File: src/rtl/nx_library_pkg.sv
// Shared nx_library package: read-side FSM state encoding
// and credit-counter width used by the FIFO credit reader.
package nx_library;

    localparam int CNT_W = 4;

    typedef enum logic {
        ST_INIT = 1'b0,
        ST_RUN  = 1'b1
    } rd_state_e;

endpackage

File: src/rtl/nx_fifo_credit_rd_credit_cnt.sv
// nx_credit_cnt: downstream credit counter with saturation at
// CREDITS and a one-cycle overflow pulse on illegal returns.
// Ports: clk, rst (async high), run (FSM in RUN), flush,
//   load (initial grant), pop, ret -> cnt, ovf.
import nx_library::*;

module nx_credit_cnt #(
    parameter int CREDITS = 4
) (
    input  logic             clk,
    input  logic             rst,
    input  logic             run,
    input  logic             flush,
    input  logic             load,
    input  logic             pop,
    input  logic             ret,
    output logic [CNT_W-1:0] cnt,
    output logic             ovf
);

    localparam logic [CNT_W-1:0] CMAX = CNT_W'(CREDITS);

    logic [CNT_W-1:0] cnt_d;
    logic             ovf_d;

    always_comb begin
        cnt_d = cnt;
        ovf_d = 1'b0;
        if (flush) begin
            cnt_d = '0;
        end else if (!run) begin
            // returns while idle have nowhere to go
            ovf_d = ret;
            if (load) cnt_d = CMAX;
        end else if (pop && !ret) begin
            cnt_d = cnt - 1'b1;
        end else if (ret && !pop) begin
            if (cnt == CMAX) ovf_d = 1'b1;
            else             cnt_d = cnt + 1'b1;
        end
    end

    always_ff @(posedge clk or posedge rst) begin
        if (rst) begin
            cnt <= '0;
            ovf <= 1'b0;
        end else begin
            cnt <= cnt_d;
            ovf <= ovf_d;
        end
    end

endmodule

File: src/rtl/nx_fifo_credit_rd.sv
// Credit-gated reader: pops an upstream FIFO while downstream
// credits remain and presents each word registered, 1-cycle late.
// Ports: clk, rst, fifo_empty/fifo_rdata/fifo_ren (upstream),
//   credit_init, credit_ret, flush (control), out_valid/out_data
//   (downstream), credit_cnt, credit_ovf (status).
import nx_library::*;

module nx_fifo_credit_rd #(
    parameter int WIDTH   = 71,
    parameter int CREDITS = 4
) (
    input  logic             clk,
    input  logic             rst,
    input  logic             fifo_empty,
    input  logic [WIDTH-1:0] fifo_rdata,
    output logic             fifo_ren,
    input  logic             credit_init,
    input  logic             credit_ret,
    input  logic             flush,
    output logic             out_valid,
    output logic [WIDTH-1:0] out_data,
    output logic [CNT_W-1:0] credit_cnt,
    output logic             credit_ovf
);

    rd_state_e state_q;
    rd_state_e state_d;
    logic      run;
    logic      pop;

    assign run = (state_q == ST_RUN);

    // credit gate makes counter underflow impossible
    assign pop = run && !fifo_empty
                 && (credit_cnt != '0) && !flush;
    assign fifo_ren = pop;

    always_ff @(posedge clk or posedge rst) begin
        if (rst) state_q <= ST_INIT;
        else     state_q <= state_d;
    end

    always_comb begin
        state_d = state_q;
        if (flush)                  state_d = ST_INIT;
        else if (!run && credit_init) state_d = ST_RUN;
    end

    nx_credit_cnt #(
        .CREDITS (CREDITS)
    ) u_cnt (
        .clk   (clk),
        .rst   (rst),
        .run   (run),
        .flush (flush),
        .load  (credit_init),
        .pop   (pop),
        .ret   (credit_ret),
        .cnt   (credit_cnt),
        .ovf   (credit_ovf)
    );

    always_ff @(posedge clk or posedge rst) begin
        if (rst) begin
            out_valid <= 1'b0;
            out_data  <= '0;
        end else begin
            out_valid <= pop;
            if (pop) out_data <= fifo_rdata;
        end
    end

endmodule

File: config.mk
export PLATFORM = sky130hd
export DESIGN_NAME = nx_fifo_credit_rd
export DESIGN_NICKNAME = d
export VERILOG_FILES = /design/src/rtl/nx_library_pkg.sv /design/src/rtl/nx_fifo_credit_rd_credit_cnt.sv /design/src/rtl/nx_fifo_credit_rd.sv
export SDC_FILE = /design/constraint.sdc
export NUM_CORES = 1
export LEC_CHECK = 0
export ABC_AREA = 0
export BUFFER_PORTS_ARGS = -buffer_cell sky130_fd_sc_hd__buf_2
export CORE_ASPECT_RATIO = 0.9
export CORE_MARGIN = 1
export CORE_UTILIZATION = 35
export CTS_BUF_LIST = sky130_fd_sc_hd__clkbuf_8
export DETAILED_ROUTE_END_ITERATION = 6
export GPL_ROUTABILITY_DRIVEN = 1
export PLACE_DENSITY = 0.62
export SYNTH_ARGS = -nofsm -noshare
export SYNTH_HDL_FRONTEND = slang
export SYNTH_HIERARCHICAL = 1
export SYNTH_SLANG_ARGS = --single-unit
File: constraint.sdc
create_clock -name clk -period 3.3 [get_ports clk]
set_input_delay 0.66 -clock clk [delete_from_list [all_inputs] [get_ports clk]]
set_output_delay 0.66 -clock clk [all_outputs]
set_load 0.05 [all_outputs]
Yosys cells after proc, flatten, opt, wreduce, memory -nomap -nowiden
Cells that the tools add are included.
{"block": "classes", "bitwise": 0, "reduce_logical": 15, "n_eq_ne": 3, "div": 0, "muxes": 13, "n_addsub": 2, "shift": 0, "n_lt_le_gt_ge": 0, "multipliers": 0}
{"operator": "two-way mux 4 bit", "count": 6}
{"operator": "two-way mux 1 bit", "count": 7}
{"operator": "logical AND 1 bit", "count": 6}
{"operator": "logical NOT 1 bit", "count": 5}
{"operator": "adder 4 x 1 -> 4 bit, second input constant", "count": 1}
{"operator": "== test 4 x 3 -> 1 bit, second input constant", "count": 1}
{"operator": "!= test 4 x 2 -> 1 bit, second input constant", "count": 1}
{"operator": "!= test 4 x 3 -> 1 bit, second input constant", "count": 1}
{"operator": "nonzero test 4 bit", "count": 1}
{"operator": "subtractor 4 x 1 -> 4 bit, second input constant", "count": 1}
{"operator": "AND reduction 3 bit", "count": 1}
{"operator": "nonzero test 3 bit", "count": 1}
{"operator": "nonzero test 2 bit", "count": 1}
{"block": "word_totals", "mem_bits_rw": 0, "output_inout_bits": 78, "inputBits": 77, "n_memories": 0, "romBits": 0, "latch_bits": 0, "regBits": 78, "word_cells": 38}

Logic depth before layout (Yosys ltp)
Gate-level depths: netlist (run 1).
{"block": "logic_depth", "word_depth": 10, "mapped_depth": 11, "ltp_nobuf": 9}

By module
Netlist (run 1), hierarchy kept.
{"mod": "nx_fifo_credit_rd", "area_each_um2": 3062.9, "instances": 1, "cells_per_inst": 157, "seq_area_each_um2": 1826.8}
{"mod": "nx_credit_cnt", "area_each_um2": 439.2, "instances": 1, "cells_per_inst": 47, "seq_area_each_um2": 125.1}

Least setup slack after synthesis (run 1)
No wires, ideal clock.
{"block": "synth_path", "kind": "reg2reg", "start": "register u_cnt.cnt[1]", "end": "register u_cnt.cnt[2]", "path_stages_with_launch": 12, "n_path_buf": 2, "required_time_ps": 3204, "period_less_slack_ps": 2930, "slack_ps": 370, "setup_ps": 96, "t_arrival_ps": 2834, "cell_sequence": "dfrtp_1 > nor4_1 > nor4b_1 > buf_6 > buf_12 > ha_1 > xor2_1 > ha_1 > a21oi_2 > xnor2_1 > and4_4 > nor4_2"}
{"block": "synth_between", "elab_chain_len": 7, "word_cells_on_any_way": 17, "cone_classes": "2 x add/sub; 3 x eq/ne; 5 x mux; 7 x reduce/logical"}
{"element": "from (decl)", "line": "nx_fifo_credit_rd_credit_cnt.sv:17", "text": "output logic [CNT_W-1:0] cnt,"}
{"element": "from (signal assigned)", "line": "nx_fifo_credit_rd_credit_cnt.sv:48", "text": "cnt <= cnt_d;"}
{"element": "nonzero test 4 bit *", "line": "nx_fifo_credit_rd.sv:35", "text": "&& (credit_cnt != '0) && !flush;"}
{"element": "logical AND 1 bit * (2 in a row)", "line": "nx_fifo_credit_rd.sv:35"}
{"element": "via fifo_ren", "line": "nx_fifo_credit_rd.sv:16", "text": "output logic fifo_ren,"}
{"element": "logical NOT 1 bit or logical AND 1 bit (tied branches)", "line": "nx_fifo_credit_rd_credit_cnt.sv:37, nx_fifo_credit_rd_credit_cnt.sv:35"}
{"element": "logical AND 1 bit or two-way mux 4 bit (tied branches)", "line": "nx_fifo_credit_rd_credit_cnt.sv:37, nx_fifo_credit_rd_credit_cnt.sv:35"}
{"element": "!= test 4 x 2 -> 1 bit (no line) or two-way mux 4 bit (tied branches)"}
{"element": "AND reduction 3 bit (no line) or two-way mux 4 bit (tied branches)"}
The timed path passes the listed nets; every way through them passes the cells marked *. The select of a mux whose other input is x is not followed.
A chain may end at the register's enable or synchronous reset.

Final worst setup path (run 1)
{"block": "layout_path", "start": "register u_cnt.cnt[1]", "end": "register u_cnt.cnt[2]"}
{"block": "layout_between", "elab_chain_len": 7, "word_cells_on_any_way": 17, "cone_classes": "2 x add/sub; 3 x eq/ne; 5 x mux; 7 x reduce/logical"}
{"element": "parallel branches: the longest is 7 deep, another holds adder 4 x 1 -> 4 bit"}
Several ways; the timed one is not identified. The select of a mux whose other input is x is not followed.

==> metrics, run 1 <==
status finished clean; commonest non-fill, non-tap cell in the layout buf_2; FP Rows 34; final net count 444; Critical Path Most Common Cell ha_1; Distinct cells, synth 35; Setup Viol. Count Final 0; setup TNS 0 ps; placed cells 478; DR iter-0 viols 89; Worst Tran Pin Value 710 ps; Max Slew Vio Count 0; CP Max Fanout 9; Max Cap Viol 0; headroom to the max-slew limit between 50 and 60%; fillers 897; ANT cells 0; DIE HEIGHT 96.9 um; crit path capture type register; full die area 10400 um^2; clk_lat worst skew 340 ps; port bufs around 150; TritonRoute pass-1 iters 4; Tcrit/Tclk final 80.5%; Hold Fails Final Rpt 0; Ports roughly 160; crit-path cells nor4_1 > nor4b_2 > ha_1 > xor2_1 > ha_1 > a21oi_2 > xnor2_1 > and4_4 > nor4_2; initial antenna violation count 0; most frequent cells in the layout buf_2 (154), dfrtp_1 (78), mux2_4 (69); HP Class input port to asynchronous set/reset pin; CP max-delay cell dfrtp_1; post-route DRC violation count 0; clock sink count 78; Final min period 2660 ps; post-synthesis register bit count 78; Worst Path Arrival approximately 2900 ps; CP bufs+invs 0; post-synthesis net count 285; largest net degree at the start of global routing 44; clock skew 12.5 ps; RSZ-0062 raised after global routing no; post-synth top area share 55.7%; final WL 7020 um; Die Wd 107 um; Post-CTS Setup Bufs 0; Synth area leader dfrtp_1; synth warn 6; DP Wirelength 4920 um; Hold Slack 213 ps; share of layout cells above drive strength 1 between 60% and 70%; Clk pin slew, worst setup/hold paths 90 ps; GRT overflow 0; Crit Path Category register to register; core box area approximately 9700 um^2; Area Overhead vs Synth 29.1%; post-synthesis sequential area ratio 55.7%; antenna violation net count after detailed routing 0; total number of vias 2217; Synth Instances 204; peak supply drop 0.000381 V; family with the most delay on the worst path simple AND/OR/NAND/NOR gates; Worst EP required around 3500 ps; CTS tree done; cts hold-fix bufs 0; Starting Density 36.1%; mean post-synth cell area 17.2 um^2; delay of the slowest critical-path stage 550 ps; synth top area cells dfrtp_1 (56%), mux2_4 (30%), buf_12 (4.0%); CTS Buf Count 9; Clock H-tree levels 3; Vias/cell 4.49; leakage between 2 and 2.5 nW; mapped cell area 3500 um^2; PostCTS Resize Cnt 0; non-filler cells, final around 500; clock root buffer clkbuf_8; first-pass GRT wire length 11100 um; buffer depth of the longest clock path 2; CP Launch Type register; pwr dens 892 nW/um^2; achievable frequency 377 MHz; Avg WL per Cell roughly 14 um; number of global-route vias before repair 2211; GR Util All Layers 13.7%; Routability Congestion 0.758
[worst paths after layout]
kind | startpoint | to | slack [ps] | cells past startpoint
min | rst | u_cnt/cnt[3] | 210 | 2
max reg2reg | u_cnt/cnt[1] | u_cnt/cnt[2] | 640 | 9
max in group asynchronous | rst | out_data[16] | 2200 | 3
max | u_cnt/cnt[1] | u_cnt/cnt[2] | 640 | 9
min reg2reg | out_data[47] | out_data[47] | 510 | 1
min in group clk | out_data[47] | out_data[47] | 510 | 1
[where the power goes]
part           total [mW]  switching (mW)  internal [mW]
Sequential           1.40           0.160           1.24
Clock               0.730           0.370          0.360
Combinational        1.90            1.30          0.601
[per-stage QoR]
step | power (mW) | util [%] | setup slack [ps] | cell area [um^2]
after floorplan | 2.90 | - | 370 | 3500
after global placement | 3.31 | 44.5 | 584 | 4320
after detailed placement | 3.33 | 44.5 | 456 | 4320
after CTS | 4.09 | 46.6 | 643 | 4520
after global routing | 4.21 | 46.6 | 340 | 4520
final | 4.03 | 46.6 | 645 | 4520
[cell families (layout without fill, tap and decap cells)]
group,count (synthesis),in the layout,synth area share [%]
adder cells (fa/ha/maj),4,4,1.43
flip-flops,78,78,55.7
XOR/XNOR,2,2,0.500
AND/OR/NAND/NOR,25,25,4.65
AO/OA/AOI/OAI,10,10,2.29
multiplexers,72,72,30.5
buffers and inverters,13,177,4.86
[flip-flops by register name, summed over array words and instances (netlist names)]
register   count
out_data      71
out_valid      1
run            1
u_cnt/cnt      4
u_cnt/ovf      1
[cells in the mapped netlist, drive strengths merged]
master	count
o21ai	2
nand3	2
dfrtp	78
clkbuf	1
inv	4
nand2	1
nor3	1
nor4b	2
xor2	1
or3	1
o2111ai	1
nand2b	2
nand4	1
or4b	1
nor2b	1
mux2	72
xnor2	1
nor4	2
nand3b	1
o22ai	1
or2b	1
and4	1
or2	1
a21oi	3
ha	4
nor2	6
nand4b	1
a31oi	1
buf	8
a211oi	2
[per-layer routing]
layer / wire [um] / global-route usage (%) / vias to the layer above
met4: 58 / 4.11 / 0
li1: - / - / 1037
met5: 0 / 0 / -
met1: 3360 / 19.1 / 1090
met3: 439 / 4.38 / 6
met2: 3160 / 20.1 / 84
[area by class of cell]
class,instances,area [um^2],area share (%)
clock buffers,9,124,2.74
multi-input cells,113,1390,30.7
repair buffers,157,806,17.8
flip-flops and latches,78,1950,43.2
inverters,4,15.0,0.332
clock inverters,7,80.1,1.77
well taps,126,158,3.49
No activity file was read; power rests on OpenSTA's default activity.
==> run 2: changes to the inputs <==
- PLACE_DENSITY: 0.62 -> 0.65
- clock period: 3.3 -> 2.3 ns (I/O delays scaled with it)
==> run 2 against run 1 <==
Net effect: the flow now finishes with violations (negative setup slack); cell area rose by 4.0%; global-route usage rose by 0.75 points; register-to-register slack got worse by 680 ps; sequential cell count did not move; clock power rose by 51%; sequential share of layout area fell by 1.5 points; clock skew barely moved; non-clock buffer count rose by 11; utilization rose by 1.9 points; largest cell class unchanged; highest routed layer unchanged.
==> metrics, run 2 (same netlist as run 1, synthesis figures left out) <==
crit-path cells nor4_4 > nor4b_2 > buf_4 > ha_4 > xor2_2 > ha_2 > a21oi_2 > xnor2_2 > and4_4 > nor4_4 (was nor4_1 > nor4b_2 > ha_1 > xor2_1 > ha_1 > a21oi_2 > xnor2_1 > and4_4 > nor4_2); TritonRoute pass-1 iters 4 (unchanged); R2R Setup Slk -30 ps (was 640 ps); Starting Density 36.1% (unchanged); leakage 2.40 nW (was 2.33 nW); CP bufs+invs 1 (was 0); Final min period 2330 ps (was 2660 ps); first-pass GRT wire length 11600 um (was 11100 um); failing checks negative setup slack; number of global-route vias before repair 2276 (was 2211); commonest non-fill, non-tap cell in the layout buf_2 (unchanged); DIE HEIGHT 96.9 um (unchanged); delay of the slowest critical-path stage 520 ps (was 550 ps); Die Wd 107 um (unchanged); Avg WL per Cell 14.3 um (was 14.2 um); clock skew 12.9 ps (was 12.5 ps); crit path capture type register (unchanged); GRT overflow 0 (unchanged); status finished with violations (was finished clean); reg-to-reg endpoint u_cnt/cnt[2] (unchanged); port bufs 154 (unchanged); post-route DRC violation count 0 (unchanged); Worst EP required 2550 ps (was 3530 ps); Max Cap Viol 0 (unchanged); CP max-delay cell dfrtp_4 (was dfrtp_1); largest reg by FF count out_data (unchanged); Vias/cell 4.51 (was 4.49); peak supply drop 0.000664 V (was 0.000381 V); Routability Congestion 0.779 (was 0.758); Clk pin slew, worst setup/hold paths 80 ps (was 90 ps); Critical Path Most Common Cell nor4_4 (was ha_1); full die area 10400 um^2 (unchanged); Tcrit/Tclk final 101% (was 80.5%); CTS Buf Count 9 (unchanged); antenna violation net count after detailed routing 0 (unchanged); worst r2r src u_cnt/cnt[1] (unchanged); r2r worst-path depth 10 (was 9); cts hold-fix bufs 0 (unchanged); final net count 455 (was 444); buffer depth of the longest clock path 2 (unchanged); clk_lat worst skew 340 ps (about the same); Worst setup startpoint u_cnt/cnt[1] (unchanged); most frequent cells in the layout buf_2 (153), dfrtp_1 (74), mux2_4 (69) (was buf_2 (154), dfrtp_1 (78), mux2_4 (69)); final WL 7260 um (was 7020 um); placed standard-cell area 4420 um^2 (was 4320 um^2); RSZ-0062 raised after global routing yes (was no); DP Wirelength 5210 um (was 4920 um); Crit Path Category register to register (unchanged); Worst Path Arrival 2580 ps (was 2890 ps); Largest regs out_data: 71 flops, u_cnt/cnt: 4 flops (unchanged); HP Class input port to asynchronous set/reset pin (unchanged); Setup Viol. Count Final 1 (was 0); total number of vias 2282 (was 2217); Max Slew Vio Count 0 (unchanged); core box area 9700 um^2 (unchanged); CP Max Fanout 5 (was 9); Ports 155 (unchanged); Worst Tran Pin Value 707 ps (was 710 ps); number of flip-flops in the largest register 71 (unchanged); pwr dens 1250 nW/um^2 (was 892 nW/um^2); share of layout cells above drive strength 1 71.2% (was 68.5%); clock root buffer clkbuf_8 (unchanged); Area Overhead vs Synth 34.3% (was 29.1%); achievable frequency 428 MHz (was 377 MHz); family with the most delay on the worst path simple AND/OR/NAND/NOR gates (unchanged); CP Launch Type register (unchanged); CTS tree done (unchanged); clock sink count 78 (unchanged); final setup margin -34.3 ps (was 645 ps); GR Util All Layers 14.4% (was 13.7%); largest net degree at the start of global routing 40 (was 44); initial antenna violation count 1 (was 0); DR iter-0 viols 52 (was 89); Hold Fails Final Rpt 0 (unchanged); headroom to the max-slew limit 52.9% (was 52.6%); final instance area 4700 um^2 (was 4520 um^2); setup TNS -34.3 ps (was 0 ps); Clock H-tree levels 3 (unchanged); FP Rows 34 (unchanged)
==> run 2: area by class of cell <==
type | count | area, um^2
diodes | 1 | 2.50
well taps | 126 | 158
repair buffers | 168 | 907
flip-flops and latches | 78 | 1960
inverters | 4 | 18.8
fillers | 863 | 5000
clock buffers | 9 | 124
multi-input cells | 113 | 1440
clock inverters | 7 | 91.3
==> run 2: metal layers <==
metal	global-route usage [%]	vias up	part of all wire, %
met4	4.74	0	1.3
met3	5.05	10	7.5
met1	19.2	1114	45
li1	-	1063	-
met2	21.9	95	46
met5	0	-	0
==> run 2: worst max-delay path by stage <==
stage	to	slack, ps	cells after the start
after global placement	u_cnt/cnt[2]	50	10
after floorplan	u_cnt/cnt[2]	-280	11
after detailed placement	u_cnt/cnt[2]	9	10
after CTS	u_cnt/cnt[2]	-20	10
after global routing	u_cnt/cnt[2]	-120	10
final	u_cnt/cnt[2]	-30	10
==> run 2: stage by stage <==
| step | std cells | total power, mW | utilization, % | hold slack, ps | setup WS (ps) |
|---|---|---|---|---|---|
| finish | 506 | 5.87 | 48.5 | 52.7 | -34.3 |
| global route | 505 | 6.13 | 48.5 | 47.5 | -119 |
| CTS | 501 | 5.94 | 47.9 | 33.4 | -19.8 |
| detailed placement | 485 | 4.80 | 45.5 | 419 | 9.40 |
| global placement | 485 | 4.76 | 45.5 | 408 | 45.9 |
| floorplan | 204 | 4.17 | - | 238 | -279 |
==> run 2: power breakdown <==
part           internal [mW]  total, mW  switching [mW]
sequential              1.79       2.02           0.229
clock                  0.606       1.10           0.499
combinational          0.877       2.75            1.87
==> run 2: what timing repair did <==
item / in CTS / in global routing
gates cloned: 0 / 0
pin swaps: 0 / 1
resized for setup: 2 / 4
setup endpoints to repair: 2 / 2
setup buffers: 0 / 4
